## config.mk

```make
export PLATFORM = sky130hd
export DESIGN_NAME = conv_seq_cu
export DESIGN_NICKNAME = d
export VERILOG_FILES = /design/src/rtl/conv_seq_pkg.sv /design/src/rtl/conv_win_addr.sv /design/src/rtl/conv_seq_cu.sv
export SDC_FILE = /design/constraint.sdc
export NUM_CORES = 1
export LEC_CHECK = 0
export CAP_MARGIN = 20
export CORE_MARGIN = 1.5
export CORE_UTILIZATION = 40
export DETAILED_ROUTE_END_ITERATION = 10
export DONT_BUFFER_PORTS = 1
export PLACE_DENSITY_LB_ADDON = 0.12
export SLEW_MARGIN = 5
export SYNTH_ARGS = -nofsm -noshare
export SYNTH_HDL_FRONTEND = slang
export SYNTH_HIERARCHICAL = 1
export SYNTH_SLANG_ARGS = --single-unit
```

## constraint.sdc

```tcl
create_clock -name clk -period 10.2 [get_ports clk]
set_input_delay 1.02 -clock clk [delete_from_list [all_inputs] [get_ports clk]]
set_output_delay 1.02 -clock clk [all_outputs]
set_load 0.005 [all_outputs]
```

## src/rtl/conv_seq_pkg.sv

```systemverilog
// Shared types and geometry helpers for the convolution sequencer.
package conv_seq_pkg;

    typedef enum logic [2:0] {
        IDLE,
        WAIT_NEXT,
        RUN,
        DRAIN,
        DONE
    } state_t;

    function automatic int calc_ofm(int ifm_size, int kernal_size, int stride, int padding);
        return (ifm_size + 2 * padding - kernal_size) / stride + 1;
    endfunction

    function automatic int calc_groups(int filters, int units);
        return (filters + units - 1) / units;
    endfunction

    function automatic int calc_elems(int depth, int kernal_size);
        return depth * kernal_size * kernal_size;
    endfunction

    // Address/counter width for n distinct values; never narrower than one bit.
    function automatic int addr_w(int n);
        return (n <= 2) ? 1 : $clog2(n);
    endfunction

endpackage

```

## src/rtl/conv_win_addr.sv

```systemverilog
// Nested window counters (g, r, c, d, kr, kc) with padding check and
// IFM / weight / bias / OFM address generation for the current element.
module conv_win_addr
    import conv_seq_pkg::*;
#(
    parameter int IFM_SIZE          = 9,
    parameter int IFM_DEPTH         = 28,
    parameter int KERNAL_SIZE       = 5,
    parameter int STRIDE            = 1,
    parameter int PADDING           = 0,
    parameter int NUMBER_OF_FILTERS = 88,
    parameter int NUMBER_OF_UNITS   = 11,
    localparam int OFM    = calc_ofm(IFM_SIZE, KERNAL_SIZE, STRIDE, PADDING),
    localparam int GROUPS = calc_groups(NUMBER_OF_FILTERS, NUMBER_OF_UNITS),
    localparam int ELEMS  = calc_elems(IFM_DEPTH, KERNAL_SIZE),
    localparam int IFM_AW = addr_w(IFM_SIZE * IFM_SIZE * IFM_DEPTH),
    localparam int WM_AW  = addr_w(GROUPS * ELEMS),
    localparam int BM_AW  = addr_w(GROUPS),
    localparam int OFM_AW = addr_w(GROUPS * OFM * OFM)
)(
    input  logic              clk,
    input  logic              reset,
    input  logic              i_clear,
    input  logic              i_step,
    output logic              o_pad,
    output logic [IFM_AW-1:0] o_ifm_addr,
    output logic [WM_AW-1:0]  o_wm_addr,
    output logic [BM_AW-1:0]  o_bm_addr,
    output logic [OFM_AW-1:0] o_ofm_addr,
    output logic              o_first_win,
    output logic              o_last_win,
    output logic              o_last_elem,
    output logic              o_last_group
);

    localparam int KW = addr_w(KERNAL_SIZE);
    localparam int DW = addr_w(IFM_DEPTH);
    localparam int OW = addr_w(OFM);
    localparam int GW = addr_w(GROUPS);

    logic [GW-1:0] r_g;
    logic [OW-1:0] r_r;
    logic [OW-1:0] r_c;
    logic [DW-1:0] r_d;
    logic [KW-1:0] r_kr;
    logic [KW-1:0] r_kc;

    logic w_kc_last, w_kr_last, w_d_last, w_c_last, w_r_last, w_g_last;
    int   w_y, w_x;

    assign w_kc_last = (int'(r_kc) == KERNAL_SIZE - 1);
    assign w_kr_last = (int'(r_kr) == KERNAL_SIZE - 1);
    assign w_d_last  = (int'(r_d)  == IFM_DEPTH - 1);
    assign w_c_last  = (int'(r_c)  == OFM - 1);
    assign w_r_last  = (int'(r_r)  == OFM - 1);
    assign w_g_last  = (int'(r_g)  == GROUPS - 1);

    assign o_last_win   = w_d_last & w_kr_last & w_kc_last;
    assign o_last_elem  = o_last_win & w_c_last & w_r_last & w_g_last;
    assign o_last_group = w_g_last;
    assign o_first_win  = (r_d == '0) && (r_kr == '0) && (r_kc == '0);

    // Signed input coordinates: negative or >= IFM_SIZE means the zero border.
    assign w_y   = int'(r_r) * STRIDE + int'(r_kr) - PADDING;
    assign w_x   = int'(r_c) * STRIDE + int'(r_kc) - PADDING;
    assign o_pad = (w_y < 0) || (w_y >= IFM_SIZE) || (w_x < 0) || (w_x >= IFM_SIZE);

    assign o_ifm_addr = o_pad ? '0
                      : IFM_AW'(int'(r_d) * IFM_SIZE * IFM_SIZE + w_y * IFM_SIZE + w_x);
    assign o_wm_addr  = WM_AW'(int'(r_g) * ELEMS + int'(r_d) * KERNAL_SIZE * KERNAL_SIZE
                             + int'(r_kr) * KERNAL_SIZE + int'(r_kc));
    assign o_bm_addr  = BM_AW'(r_g);
    assign o_ofm_addr = OFM_AW'(int'(r_g) * OFM * OFM + int'(r_r) * OFM + int'(r_c));

    always_ff @(posedge clk or negedge reset) begin
        if (!reset) begin
            r_g  <= '0;
            r_r  <= '0;
            r_c  <= '0;
            r_d  <= '0;
            r_kr <= '0;
            r_kc <= '0;
        end else if (i_clear) begin
            r_g  <= '0;
            r_r  <= '0;
            r_c  <= '0;
            r_d  <= '0;
            r_kr <= '0;
            r_kc <= '0;
        end else if (i_step) begin
            r_kc <= w_kc_last ? '0 : r_kc + 1'b1;
            if (w_kc_last)
                r_kr <= w_kr_last ? '0 : r_kr + 1'b1;
            if (w_kc_last && w_kr_last)
                r_d <= w_d_last ? '0 : r_d + 1'b1;
            if (o_last_win)
                r_c <= w_c_last ? '0 : r_c + 1'b1;
            if (o_last_win && w_c_last)
                r_r <= w_r_last ? '0 : r_r + 1'b1;
            if (o_last_win && w_c_last && w_r_last)
                r_g <= w_g_last ? '0 : r_g + 1'b1;
        end
    end

endmodule

```

## src/rtl/conv_seq_cu.sv

```systemverilog
// Convolution layer sequencer: layer handshakes, run FSM, and the strobe
// delay line that aligns conv/accu/relu/write with one-cycle memory reads.
module conv_seq_cu
    import conv_seq_pkg::*;
#(
    parameter int IFM_SIZE          = 9,
    parameter int IFM_DEPTH         = 28,
    parameter int KERNAL_SIZE       = 5,
    parameter int STRIDE            = 1,
    parameter int PADDING           = 0,
    parameter int NUMBER_OF_FILTERS = 88,
    parameter int NUMBER_OF_UNITS   = 11,
    localparam int OFM    = calc_ofm(IFM_SIZE, KERNAL_SIZE, STRIDE, PADDING),
    localparam int GROUPS = calc_groups(NUMBER_OF_FILTERS, NUMBER_OF_UNITS),
    localparam int ELEMS  = calc_elems(IFM_DEPTH, KERNAL_SIZE),
    localparam int IFM_AW = addr_w(IFM_SIZE * IFM_SIZE * IFM_DEPTH),
    localparam int WM_AW  = addr_w(GROUPS * ELEMS),
    localparam int BM_AW  = addr_w(GROUPS),
    localparam int OFM_AW = addr_w(GROUPS * OFM * OFM)
)(
    input  logic                       clk,
    input  logic                       reset,
    input  logic                       start_from_previous,
    input  logic                       end_from_next,
    output logic                       end_to_previous,
    output logic                       start_to_next,
    output logic                       busy,
    output logic                       ifm_enable_read,
    output logic [IFM_AW-1:0]          ifm_address_read,
    output logic                       pad_zero,
    output logic                       wm_enable_read,
    output logic [WM_AW-1:0]           wm_address_read,
    output logic                       bm_enable_read,
    output logic [BM_AW-1:0]           bm_address_read,
    output logic                       conv_enable,
    output logic                       accu_enable,
    output logic                       relu_enable,
    output logic                       ofm_enable_write,
    output logic [OFM_AW-1:0]          ofm_address_write,
    output logic [NUMBER_OF_UNITS-1:0] ofm_unit_valid
);

    localparam int LAST_UNITS = NUMBER_OF_FILTERS - (GROUPS - 1) * NUMBER_OF_UNITS;

    state_t r_state;
    logic   r_drain, r_pending, r_next_busy;
    logic   r_end_to_previous, r_start_to_next;
    logic   r_conv_en, r_pad_zero, r_accu_en, r_relu_en, r_ofm_we;
    logic [OFM_AW-1:0]          r_acc_ofm_addr, r_ofm_addr;
    logic [NUMBER_OF_UNITS-1:0] r_acc_valid, r_ofm_valid;

    logic w_issue, w_pad, w_first_win, w_last_win, w_last_elem, w_last_group, w_next_busy;
    logic [IFM_AW-1:0]          w_ifm_addr;
    logic [WM_AW-1:0]           w_wm_addr;
    logic [BM_AW-1:0]           w_bm_addr;
    logic [OFM_AW-1:0]          w_ofm_addr;
    logic [NUMBER_OF_UNITS-1:0] w_unit_valid;

    assign w_issue = (r_state == RUN);
    // A release arriving this cycle lets a waiting run start without an extra idle cycle.
    assign w_next_busy = r_next_busy & ~end_from_next;

    conv_win_addr #(
        .IFM_SIZE(IFM_SIZE), .IFM_DEPTH(IFM_DEPTH), .KERNAL_SIZE(KERNAL_SIZE),
        .STRIDE(STRIDE), .PADDING(PADDING),
        .NUMBER_OF_FILTERS(NUMBER_OF_FILTERS), .NUMBER_OF_UNITS(NUMBER_OF_UNITS)
    ) u_win_addr (
        .clk(clk), .reset(reset), .i_clear(~w_issue), .i_step(w_issue),
        .o_pad(w_pad), .o_ifm_addr(w_ifm_addr), .o_wm_addr(w_wm_addr),
        .o_bm_addr(w_bm_addr), .o_ofm_addr(w_ofm_addr), .o_first_win(w_first_win),
        .o_last_win(w_last_win), .o_last_elem(w_last_elem), .o_last_group(w_last_group)
    );

    for (genvar gi = 0; gi < NUMBER_OF_UNITS; gi++) begin : g_unit_valid
        assign w_unit_valid[gi] = !w_last_group || (gi < LAST_UNITS);
    end

    always_ff @(posedge clk or negedge reset) begin
        if (!reset) begin
            r_state           <= IDLE;
            r_drain           <= 1'b0;
            r_pending         <= 1'b0;
            r_next_busy       <= 1'b0;
            r_end_to_previous <= 1'b0;
            r_start_to_next   <= 1'b0;
        end else begin
            r_end_to_previous <= 1'b0;
            r_start_to_next   <= 1'b0;
            if (r_start_to_next)
                r_next_busy <= 1'b1;
            else if (end_from_next)
                r_next_busy <= 1'b0;
            if (start_from_previous && r_state != IDLE)
                r_pending <= 1'b1;
            case (r_state)
                IDLE: if (start_from_previous || r_pending) begin
                    r_pending <= 1'b0;
                    r_state   <= w_next_busy ? WAIT_NEXT : RUN;
                end
                WAIT_NEXT: if (!w_next_busy) r_state <= RUN;
                RUN: if (w_last_elem) begin
                    r_state <= DRAIN;
                    r_drain <= 1'b0;
                end
                DRAIN: if (r_drain) begin
                    r_state           <= DONE;
                    r_end_to_previous <= 1'b1;
                    r_start_to_next   <= 1'b1;
                end else begin
                    r_drain <= 1'b1;
                end
                DONE:    r_state <= IDLE;
                default: r_state <= IDLE;
            endcase
        end
    end

    // Data returns one cycle after the read, then the write follows accumulation.
    always_ff @(posedge clk or negedge reset) begin
        if (!reset) begin
            r_conv_en      <= 1'b0;
            r_pad_zero     <= 1'b0;
            r_accu_en      <= 1'b0;
            r_acc_ofm_addr <= '0;
            r_acc_valid    <= '0;
            r_relu_en      <= 1'b0;
            r_ofm_we       <= 1'b0;
            r_ofm_addr     <= '0;
            r_ofm_valid    <= '0;
        end else begin
            r_conv_en      <= w_issue;
            r_pad_zero     <= w_issue & w_pad;
            r_accu_en      <= w_issue & w_last_win;
            r_acc_ofm_addr <= w_ofm_addr;
            r_acc_valid    <= w_unit_valid;
            r_relu_en      <= r_accu_en;
            r_ofm_we       <= r_accu_en;
            r_ofm_addr     <= r_accu_en ? r_acc_ofm_addr : '0;
            r_ofm_valid    <= r_accu_en ? r_acc_valid : '0;
        end
    end

    assign busy              = (r_state != IDLE);
    assign end_to_previous   = r_end_to_previous;
    assign start_to_next     = r_start_to_next;
    assign ifm_enable_read   = w_issue & ~w_pad;
    assign ifm_address_read  = (w_issue && !w_pad) ? w_ifm_addr : '0;
    assign wm_enable_read    = w_issue;
    assign wm_address_read   = w_issue ? w_wm_addr : '0;
    assign bm_enable_read    = w_issue & w_first_win;
    assign bm_address_read   = (w_issue && w_first_win) ? w_bm_addr : '0;
    assign pad_zero          = r_pad_zero;
    assign conv_enable       = r_conv_en;
    assign accu_enable       = r_accu_en;
    assign relu_enable       = r_relu_en;
    assign ofm_enable_write  = r_ofm_we;
    assign ofm_address_write = r_ofm_addr;
    assign ofm_unit_valid    = r_ofm_valid;

endmodule

```

[Word-level counts from Yosys, hierarchy flattened]
Index checks and enable logic that the tools add are counted.
Word-level totals
  output and inout port bits: 58
  memory bits (writable): 0
  memory bits (read-only): 0
  bits in latches: 0
  logic and storage cells: 138
  memories: 0
  bits in registers: 59
  input bits: 4
Cells by class
  bitwise operators: 12
  shift operators: 0
  equal/unequal tests: 18
  add/subtract/negate cells: 15
  $mul: 10
  muxes and demuxes: 38
  reductions and logical operators: 22
  divide/modulo/power cells: 0
  $lt $le $gt $ge: 4
Operator list (number)
  32-bit by 5-bit greater-or-equal comparator with 1-bit output (second input constant): 2
  32-bit by 1-bit < comparator with 1-bit output (second input constant): 2
  32-bit by 5-bit multiplier with 12-bit output (second input constant): 2
  3-bit two-way mux: 19
  32-bit by 4-bit multiplier with 13-bit output (second input constant): 1
  32-bit by 4-bit multiplier with 8-bit output (second input constant): 1
  13-bit adder: 2
  12-bit adder: 2
  12-bit two-way mux: 2
  3-bit by 3-bit multiplier with 6-bit output (second input constant): 3
  3-bit by 1-bit adder with 3-bit output (second input constant): 5
  5-bit two-way mux: 3
  13-bit by 4-bit adder with 13-bit output: 1
  13-bit two-way mux: 1
  3-bit equality test (second input constant): 4
  2-bit by 1-bit != test with 1-bit output (second input constant): 6
  3-bit case mux with 4 select lines: 1
  3-bit by 8-bit multiplier with 11-bit output (second input constant): 1
  11-bit two-way mux: 1
  1-bit AND: 10
  3-bit zero test: 3
  5-bit by 4-bit multiplier with 9-bit output (second input constant): 1
  3-bit by 3-bit adder with 4-bit output: 2
  8-bit by 4-bit adder with 8-bit output: 1
  other kinds (20): 43

[Depth between registers and ports, before layout]
Gate-level depths: netlist of run 1.
  word-level depth: 8
  gate-level depth with buffers: 18
  gate-level depth less buffers: 18

[Modules after synthesis]
Netlist of run 1, hierarchy kept.
By module, submodules not included
  conv_win_addr: cells an instance 556, instances 1, area an instance 4794.6 µm²
  conv_seq_cu: cells an instance 107, instances 1, area an instance 1238.7 µm²

[Least setup slack after synthesis of run 1]
No wires, ideal clock.
  path type: register to output
  start: reg u_win_addr.r_d[1]
  end: out wm_address_read[12]
  arrival time: 4.437 ns
  required time: 9.180 ns
  cell stages (with the launch flop): 17
  path slack: 4.743 ns
  path through: dfrtp_1 ha_1 ha_1 fa_1 ha_1 fa_1 ha_1 inv_1 fa_1 inv_1 ha_1 nand3_1 o2111ai_1 nand2_1 o31ai_1 xnor2_1 and2_1
On the way
  longest elaborated chain between the ends: 6
Ends and longest elaborated chain
  from (decl): RTL line conv_win_addr.sv:44  | logic [DW-1:0] r_d;
  from (signal assigned): RTL line conv_win_addr.sv:95  | r_d <= w_d_last ? '0 : r_d + 1'b1;
  5-bit by 3-bit multiplier with 8-bit output: RTL line conv_win_addr.sv:70  | assign o_wm_addr = WM_AW'(int'(r_g) * ELEMS + int'(r_d) * KERNAL_SIZE * KERNAL_SIZE
  32-bit by 4-bit multiplier with 13-bit output: RTL line conv_win_addr.sv:70
  13-bit adder: RTL line conv_win_addr.sv:70
  13-bit adder: RTL line conv_win_addr.sv:71  | + int'(r_kr) * KERNAL_SIZE + int'(r_kc));
  13-bit by 4-bit adder with 13-bit output: RTL line conv_win_addr.sv:71
  named net w_wm_addr[12]: RTL line conv_seq_cu.sv:54  | logic [WM_AW-1:0] w_wm_addr;
  13-bit two-way mux: RTL line conv_seq_cu.sv:149  | assign wm_address_read = w_issue ? w_wm_addr : '0;
  to (decl): RTL line conv_seq_cu.sv:32  | output logic [WM_AW-1:0] wm_address_read,
The timed path passes the listed nets, and every way through them passes these cells.

[Final worst setup path of run 1]
  start: reg u_win_addr.r_d[3]
  end: out wm_address_read[12]
The elaborated chain is that of the path after synthesis.

==> results by group, run 1 <==
Outcome
  • Outcome: finished with violations
  • Failing checks: design-rule violations

Final layout
  • # diodes: 0
  • Non-Filler Instances: 834
  • Final Util: between 40% and 50%
  • Fin nets: 812
  • Layout cells sized above 1: 3.69%
  • Synth-to-layout area growth: 4.48%

GRT
  • Largest net degree at the start of global routing: 50
  • Vias in the first global route: 4283
  • First-pass GRT wire length: approximately 21000 µm
  • GRT overflow: 0
  • Antenna violations before repair: 0
  • GRT Util Overall: 15.6%

Synthesis
  • Syn Area/Cell: 9.10 µm²
  • Register area share after synthesis: 20.3%
  • Post-synth EDFFs: 0
  • Combinational family with the most area after synthesis: adder cells
  • Ys Warns: 6
  • Simple-gate portion of the synthesized area: 15.5%
  • Net Count, Synth: a little over 800
  • Xor/xnor share of the synthesized area: approximately 5.2%
  • Most used DFF post-synth: dfrtp_1
  • Complex-gate fraction of the synthesized area: 10.5%
  • Mux share of post-synthesis cell area: 1.02%
  • Post-Synthesis Cells: around 660
  • Synth cell types: 58
  • Synthesized flop and latch total: 49
  • Post-synthesis adder-cell area fraction: 37.3%
  • Mapped cell area: 6030 µm²
  • Ys async rst share: 100%

Power
  • Lkg Pwr: 3.53 nW
  • Pwr dens: around 140 nW/µm²
  • Maximum vdd drop: approximately 110 µV
  • Total power: 907 µW

Worst setup path
  • Crit path capture type: output port
  • Max FO, Critical Path: 12
  • Bufs and invs on worst path: 2
  • CP max stage cell: dfrtp_1
  • Max incr delay on CP: 0.60 ns
  • R2R depth: 13
  • Kind of cell adding the most delay to the critical path: adder cells
  • Crit path kind: reg -> out
  • CP dominant cell by count: ha_1
  • Crit path DAT: 5.13 ns
  • CP Depth: 16
  • CP cell instances: ha_1, ha_1, fa_1, ha_1, fa_1, ha_1, inv_1, fa_1, inv_1, ha_1, nand3_1, o2111ai_1, nand2_1, o31ai_1, xnor2_1, and2_1
  • Crit path launch type: register
  • Req. time, crit path: approximately 9.2 ns

Timing
  • Slew margin rel.: 47.4%
  • Crit share post-route: 60.3%
  • RSZ-0062 raised after global routing: false
  • Fin. Hold Viols: 0
  • Maximum clock rate: between 0.15 and 0.2 GHz
  • Final setup violation count: 0
  • Max-slew violation count: 0
  • Final setup TNS: 0 ns
  • Fin Clk Skew: between 0.007 and 0.008 ns
  • Worst Tran Pin Value: 0.787 ns
  • Period minus WS final: approximately 6.2 ns

Run
  • Maxcap violations: 0

Floorplanning
  • Die X: 126 µm
  • Die area: between 15000 and 20000 µm²
  • Row Count: between 40 and 50
  • Core ar.: around 15000 µm²
  • Die height: approximately 130 µm
  • IO Count: 62
  • Starting Density: 41.2%

Placed design
  • Final HPWL DP: approximately 9600 µm
  • Port Buffers: 0
  • Placed cell count: 826
  • Gpl congestion: approximately 0.80

Clocking
  • H-tree levels: 2
  • Cts repair resizes: 0
  • Clock tree root buffer cell: clkbuf_16
  • TritonCTS Buffers: 5
  • Clock Latency Late Sink: about 0.28 ns
  • Clock sink count: 49
  • Hold Buf Count CTS: 0
  • CTS max path bufs: 2
  • Clock-pin slew on the worst setup and hold paths: 0.07 ns
  • Post-CTS Setup Bufs: 0
  • CTS tree: built

Detailed routing
  • Final ANT Viol Nets: 0
  • DR pass1 iterations: 11
  • Routed len/inst: ~14 µm
  • DRC: 2
  • Via count: 4293
  • Starting DRT DRC Count: approximately 190
  • Drt via density: 5.15
  • DRT Wirelength: 11700 µm

Min path
  • Worst hold path type: in -> async
==> report_power, final <==
part / total [mW] / leakage [nW] / internal (mW) / switching, mW
combinational: 0.452 / 2.79 / 0.186 / 0.266
sequential: 0.260 / 0.659 / 0.221 / 0.0391
clock: 0.196 / 0.0831 / 0.122 / 0.0734
total: 0.907 / 3.53 / 0.529 / 0.378
==> metrics by stage <==
stage	worst slack [ns]	hold WS (ns)	cell area [µm²]
6_report	4.05	0.424	6300
5_1_grt	3.75	0.411	6300
3_3_place_gp	4.46	0.437	6130
3_5_place_dp	4.35	0.443	6130
2_1_floorplan	4.74	0.434	6030
4_1_cts	4.01	0.417	6300
==> layer usage <==
layer / track usage (%) / vias to the layer above / wire, µm / share of wire [%]
li1: - / 2141 / - / -
met3: 2.38 / 2 / 499 / 4.3
met4: 1.83 / 0 / 15 / 0.13
met5: 0 / - / 0 / 0
met1: 21.7 / 2083 / 5640 / 48
met2: 26.5 / 67 / 5570 / 48
==> placed cells by master, fill, tap and decap left out, types with 4 or more instances in the layout <==
| cell type | instances |
|---|---|
| ha_1 | 124 |
| o21bai_1 | 4 |
| nand2b_1 | 5 |
| fa_1 | 35 |
| nor2_1 | 40 |
| a21oi_1 | 27 |
| and2_2 | 4 |
| xor2_1 | 11 |
| nor3_1 | 9 |
| inv_1 | 121 |
| clkbuf_16 | 5 |
| dfrtp_1 | 49 |
| nand2_1 | 27 |
| a21o_1 | 11 |
| nand3_1 | 13 |
| and3_1 | 6 |
| and2_1 | 40 |
| o21ai_0 | 21 |
| mux2i_1 | 5 |
| a211oi_1 | 6 |
| xnor2_1 | 25 |
| nor2b_1 | 8 |
==> synth_stat cells (3+ instances only) <==
| cell type | instances | share of area (%) |
|---|---|---|
| nand2b_1 | 5 | 0.52 |
| nand2_1 | 27 | 1.7 |
| nor2_1 | 40 | 2.5 |
| clkbuf_1 | 3 | 0.19 |
| or3_1 | 3 | 0.31 |
| inv_1 | 121 | 7.5 |
| dfrtp_1 | 49 | 20 |
| o21ai_0 | 21 | 1.7 |
| xnor2_1 | 25 | 3.6 |
| and2_1 | 40 | 4.1 |
| xor2_1 | 11 | 1.6 |
| and3_1 | 6 | 0.62 |
| o21a_1 | 3 | 0.37 |
| nor4_1 | 3 | 0.31 |
| buf_2 | 4 | 0.33 |
| a21o_1 | 11 | 1.4 |
| a211oi_1 | 6 | 0.75 |
| and2_2 | 4 | 0.50 |
| mux2i_1 | 5 | 0.83 |
| nor2b_1 | 8 | 0.83 |
| a31oi_1 | 3 | 0.31 |
| nor3_1 | 9 | 0.75 |
| fa_1 | 35 | 12 |
| o21bai_1 | 4 | 0.50 |
| buf_4 | 15 | 1.9 |
| nand3_1 | 13 | 1.1 |
| ha_1 | 124 | 26 |
| a21oi_1 | 27 | 2.2 |
==> area by class of cell <==
class | count | area, µm²
Fill cell | 1485 | 8340
Timing Repair Buffer | 1 | 7.51
Inverter | 122 | 460
Clock inverter | 2 | 37.5
Multi-Input combinational cell | 470 | 4200
Clock buffer | 6 | 139
Sequential cell | 49 | 1230
Tap cell | 184 | 230
==> sequential cells by signal (all words and copies together), names as in the netlist, 3 cells and up <==
name                  count
u_win_addr/o_bm_addr      3
u_win_addr/r_kc           3
u_win_addr/r_kr           3
r_state                   3
ofm_address_write         8
r_acc_ofm_addr            8
u_win_addr/r_r            3
u_win_addr/r_d            5
u_win_addr/r_c            3
==> kinds of logic after synthesis <==
group | count (synthesis)
mux | 6
xor+xnor | 36
flops | 49
fa+ha+maj | 159
simple gates | 172
compound gates | 96
other cells | 1
buf+inv | 144
==> final timing paths <==
| kind | from | endpoint | slack, ns |
|---|---|---|---|
| setup reg to reg | u_win_addr/o_bm_addr[2] | r_acc_ofm_addr[7] | 6.47 |
| setup / recovery | u_win_addr/r_d[3] | wm_address_read[12] | 4.05 |
| hold / removal | reset | u_win_addr/r_c[2] | 0.42 |
| max in group asynchronous | reset | u_win_addr/r_kr[1] | 9.68 |
| hold reg to reg | r_acc_ofm_addr[3] | ofm_address_write[3] | 0.46 |
| min in group clk | r_acc_ofm_addr[3] | ofm_address_write[3] | 0.46 |
(Power assumes the default switching activity.)
==> run 2, diff against run 1 <==
==> constraint.sdc (replaced) <==
create_clock -name clk -period 6.3 [get_ports clk]
set_input_delay 0.63 -clock clk [delete_from_list [all_inputs] [get_ports clk]]
set_output_delay 0.63 -clock clk [all_outputs]
set_load 0.005 [all_outputs]
==> run 2 against run 1 <==
- the flow still finishes with violations (design-rule violations)
- critical path depth is the same
- global-route usage grew 0.38 points
- flip-flop and latch count is the same
- sequential share of layout area grew 0.070 points
- count of clock-buffer cells in the layout shrank 1
- die area is the same
- first-iteration DRC count shrank 30%
- hold slack lost 0.40 ns
- wire length shrank 0.23%
- clock skew grew 0.0043 ns
- clock power grew 46%
- combinational power grew 62%
- critical endpoint unchanged
- highest routed layer unchanged
==> results by group, run 2 (synthesis results as in run 1) <==
Timing
  • Slew margin rel.: 48.6%
  • Maximum clock rate: between 0.15 and 0.2 GHz
  • Crit share post-route: between 90 and 100%
  • Final setup TNS: 0 ns
  • Period minus WS final: between 5 and 6 ns
  • Worst Tran Pin Value: 0.771 ns
  • Final setup violation count: 0
  • RSZ-0062 raised after global routing: false
  • Fin. Hold Viols: 0
  • Max-slew violation count: 0
  • Fin Clk Skew: 0.0118 ns

Final layout
  • Most common cell after layout, fill and taps aside: ha_1
  • Commonest cells after routing, fill and taps aside: 124 x ha_1, 121 x inv_1, 49 x dfrtp_1
  • Synth-to-layout area growth: 4.11%
  • Fin nets: 812
  • # diodes: 0
  • Filler instances: 1449
  • Layout cells sized above 1: 3.69%
  • Non-Filler Instances: 834

Detailed routing
  • Starting DRT DRC Count: 133
  • DR pass1 iterations: 11
  • DRT Wirelength: 11700 µm
  • Drt via density: 5.15
  • Final ANT Viol Nets: 0
  • Via count: 4292
  • DRC: 2
  • Routed len/inst: 14.0 µm

Worst setup path
  • CP max stage cell: dfrtp_1
  • CP dominant cell by count: ha_1
  • Kind of cell adding the most delay to the critical path: adder cells
  • Bufs and invs on worst path: 2
  • Crit path DAT: 5.14 ns
  • Register-to-register setup slack: 2.56 ns
  • Crit path kind: reg -> out
  • Crit path capture type: output port
  • CP cell instances: ha_1, ha_1, fa_1, ha_1, fa_1, ha_1, inv_1, fa_1, inv_1, ha_1, nand3_1, o2111ai_1, nand2_1, o31ai_1, xnor2_1, and2_1
  • Max FO, Critical Path: 10
  • Max incr delay on CP: between 0.6 and 0.7 ns
  • Crit path launch type: register
  • Req. time, crit path: between 5 and 6 ns

Placed design
  • Gpl congestion: 0.804
  • Port Buffers: 0
  • Final HPWL DP: 9560 µm
  • Placed cell count: 826

Clocking
  • Clock Latency Late Sink: 0.30 ns
  • TritonCTS Buffers: 5
  • Clock-pin slew on the worst setup and hold paths: 0.08 ns
  • Cts repair resizes: 0
  • Clock sink count: 49
  • Hold Buf Count CTS: 0
  • CTS max path bufs: 2
  • CTS tree: built
  • Post-CTS Setup Bufs: 0
  • Clock tree root buffer cell: clkbuf_16
  • H-tree levels: 2

GRT
  • Largest net degree at the start of global routing: 50
  • Antenna violations before repair: 0
  • GRT overflow: 0
  • Vias in the first global route: between 4000 and 5000
  • GRT Util Overall: around 16%
  • First-pass GRT wire length: between 20000 and 25000 µm

Power
  • Pwr dens: 229 nW/µm²
  • Lkg Pwr: 3.52 nW
  • Maximum vdd drop: 116 µV
  • Total power: ~1.4 mW

Run
  • Maxcap violations: 0

Outcome
  • Failing checks: design-rule violations
  • Outcome: finished with violations

Floorplanning
  • Core ar.: between 10000 and 15000 µm²
  • Row Count: 44
  • Die height: 126 µm
  • Die area: 15800 µm²
  • Starting Density: between 40 and 50%
  • Die X: approximately 130 µm
  • IO Count: between 60 and 70

Min path
  • Worst hold path type: in -> async
## run 2: cell types whose count changed in the layout (fill, tap and decap cells not counted)
cell	delta
clkinvlp_4	-1
inv_8	+1
inv_6	+1
clkinv_4	+1
bufinv_16	-1
clkbuf_8	-1
## run 2: routing by layer
metal / routed length (µm) / part of all wire (%) / global-route usage [%]
met5: 0 / 0 / 0
met4: 78 / 0.67 / 3.04
met3: 433 / 3.7 / 2.42
met2: 5480 / 47 / 26.2
met1: 5710 / 49 / 22.5
## run 2: worst paths after layout
| kind | startpoint | endpoint | depth (start not counted) |
|---|---|---|---|
| min reg2reg | r_acc_ofm_addr[5] | ofm_address_write[5] | 1 |
| min | reset | u_win_addr/r_kc[2] | 0 |
| max in group asynchronous | reset | u_win_addr/r_kr[1] | 0 |
| min in group clk | start_from_previous | r_pending | 1 |
| max reg2reg | u_win_addr/o_bm_addr[2] | r_acc_ofm_addr[7] | 13 |
| max | u_win_addr/r_d[1] | wm_address_read[12] | 16 |
## run 2: layout make-up
| cell class | count | area [µm²] | share of cell area [%] |
|---|---|---|---|
| well taps | 184 | 230 | 3.67 |
| repair buffers | 1 | 7.51 | 0.120 |
| clock inverters | 3 | 28.8 | 0.458 |
| multi-input cells | 470 | 4200 | 66.9 |
| clock buffers | 5 | 125 | 1.99 |
| flip-flops and latches | 49 | 1230 | 19.5 |
| inverters | 122 | 460 | 7.33 |
## run 2: power by group
group | total [mW] | switching (mW) | internal, mW | leakage (nW)
logic | 0.733 | 0.432 | 0.301 | 2.79
registers | 0.419 | 0.0615 | 0.357 | 0.659
clock network | 0.287 | 0.134 | 0.153 | 0.0763
total | 1.44 | 0.628 | 0.810 | 3.52
## run 2: stage by stage
| step | util, % | area (µm²) | worst slack, ns | hold slack [ns] |
|---|---|---|---|---|
| final | 42.9 | 6280 | 0.533 | 0.0190 |
| after global routing | 42.9 | 6280 | 0.216 | 0.00604 |
| after CTS | 42.9 | 6280 | 0.499 | 0.00991 |
| after detailed placement | 41.8 | 6130 | 0.847 | 0.336 |
| after global placement | 41.8 | 6130 | 0.954 | 0.335 |
| after floorplan | - | 6030 | 1.23 | 0.334 |
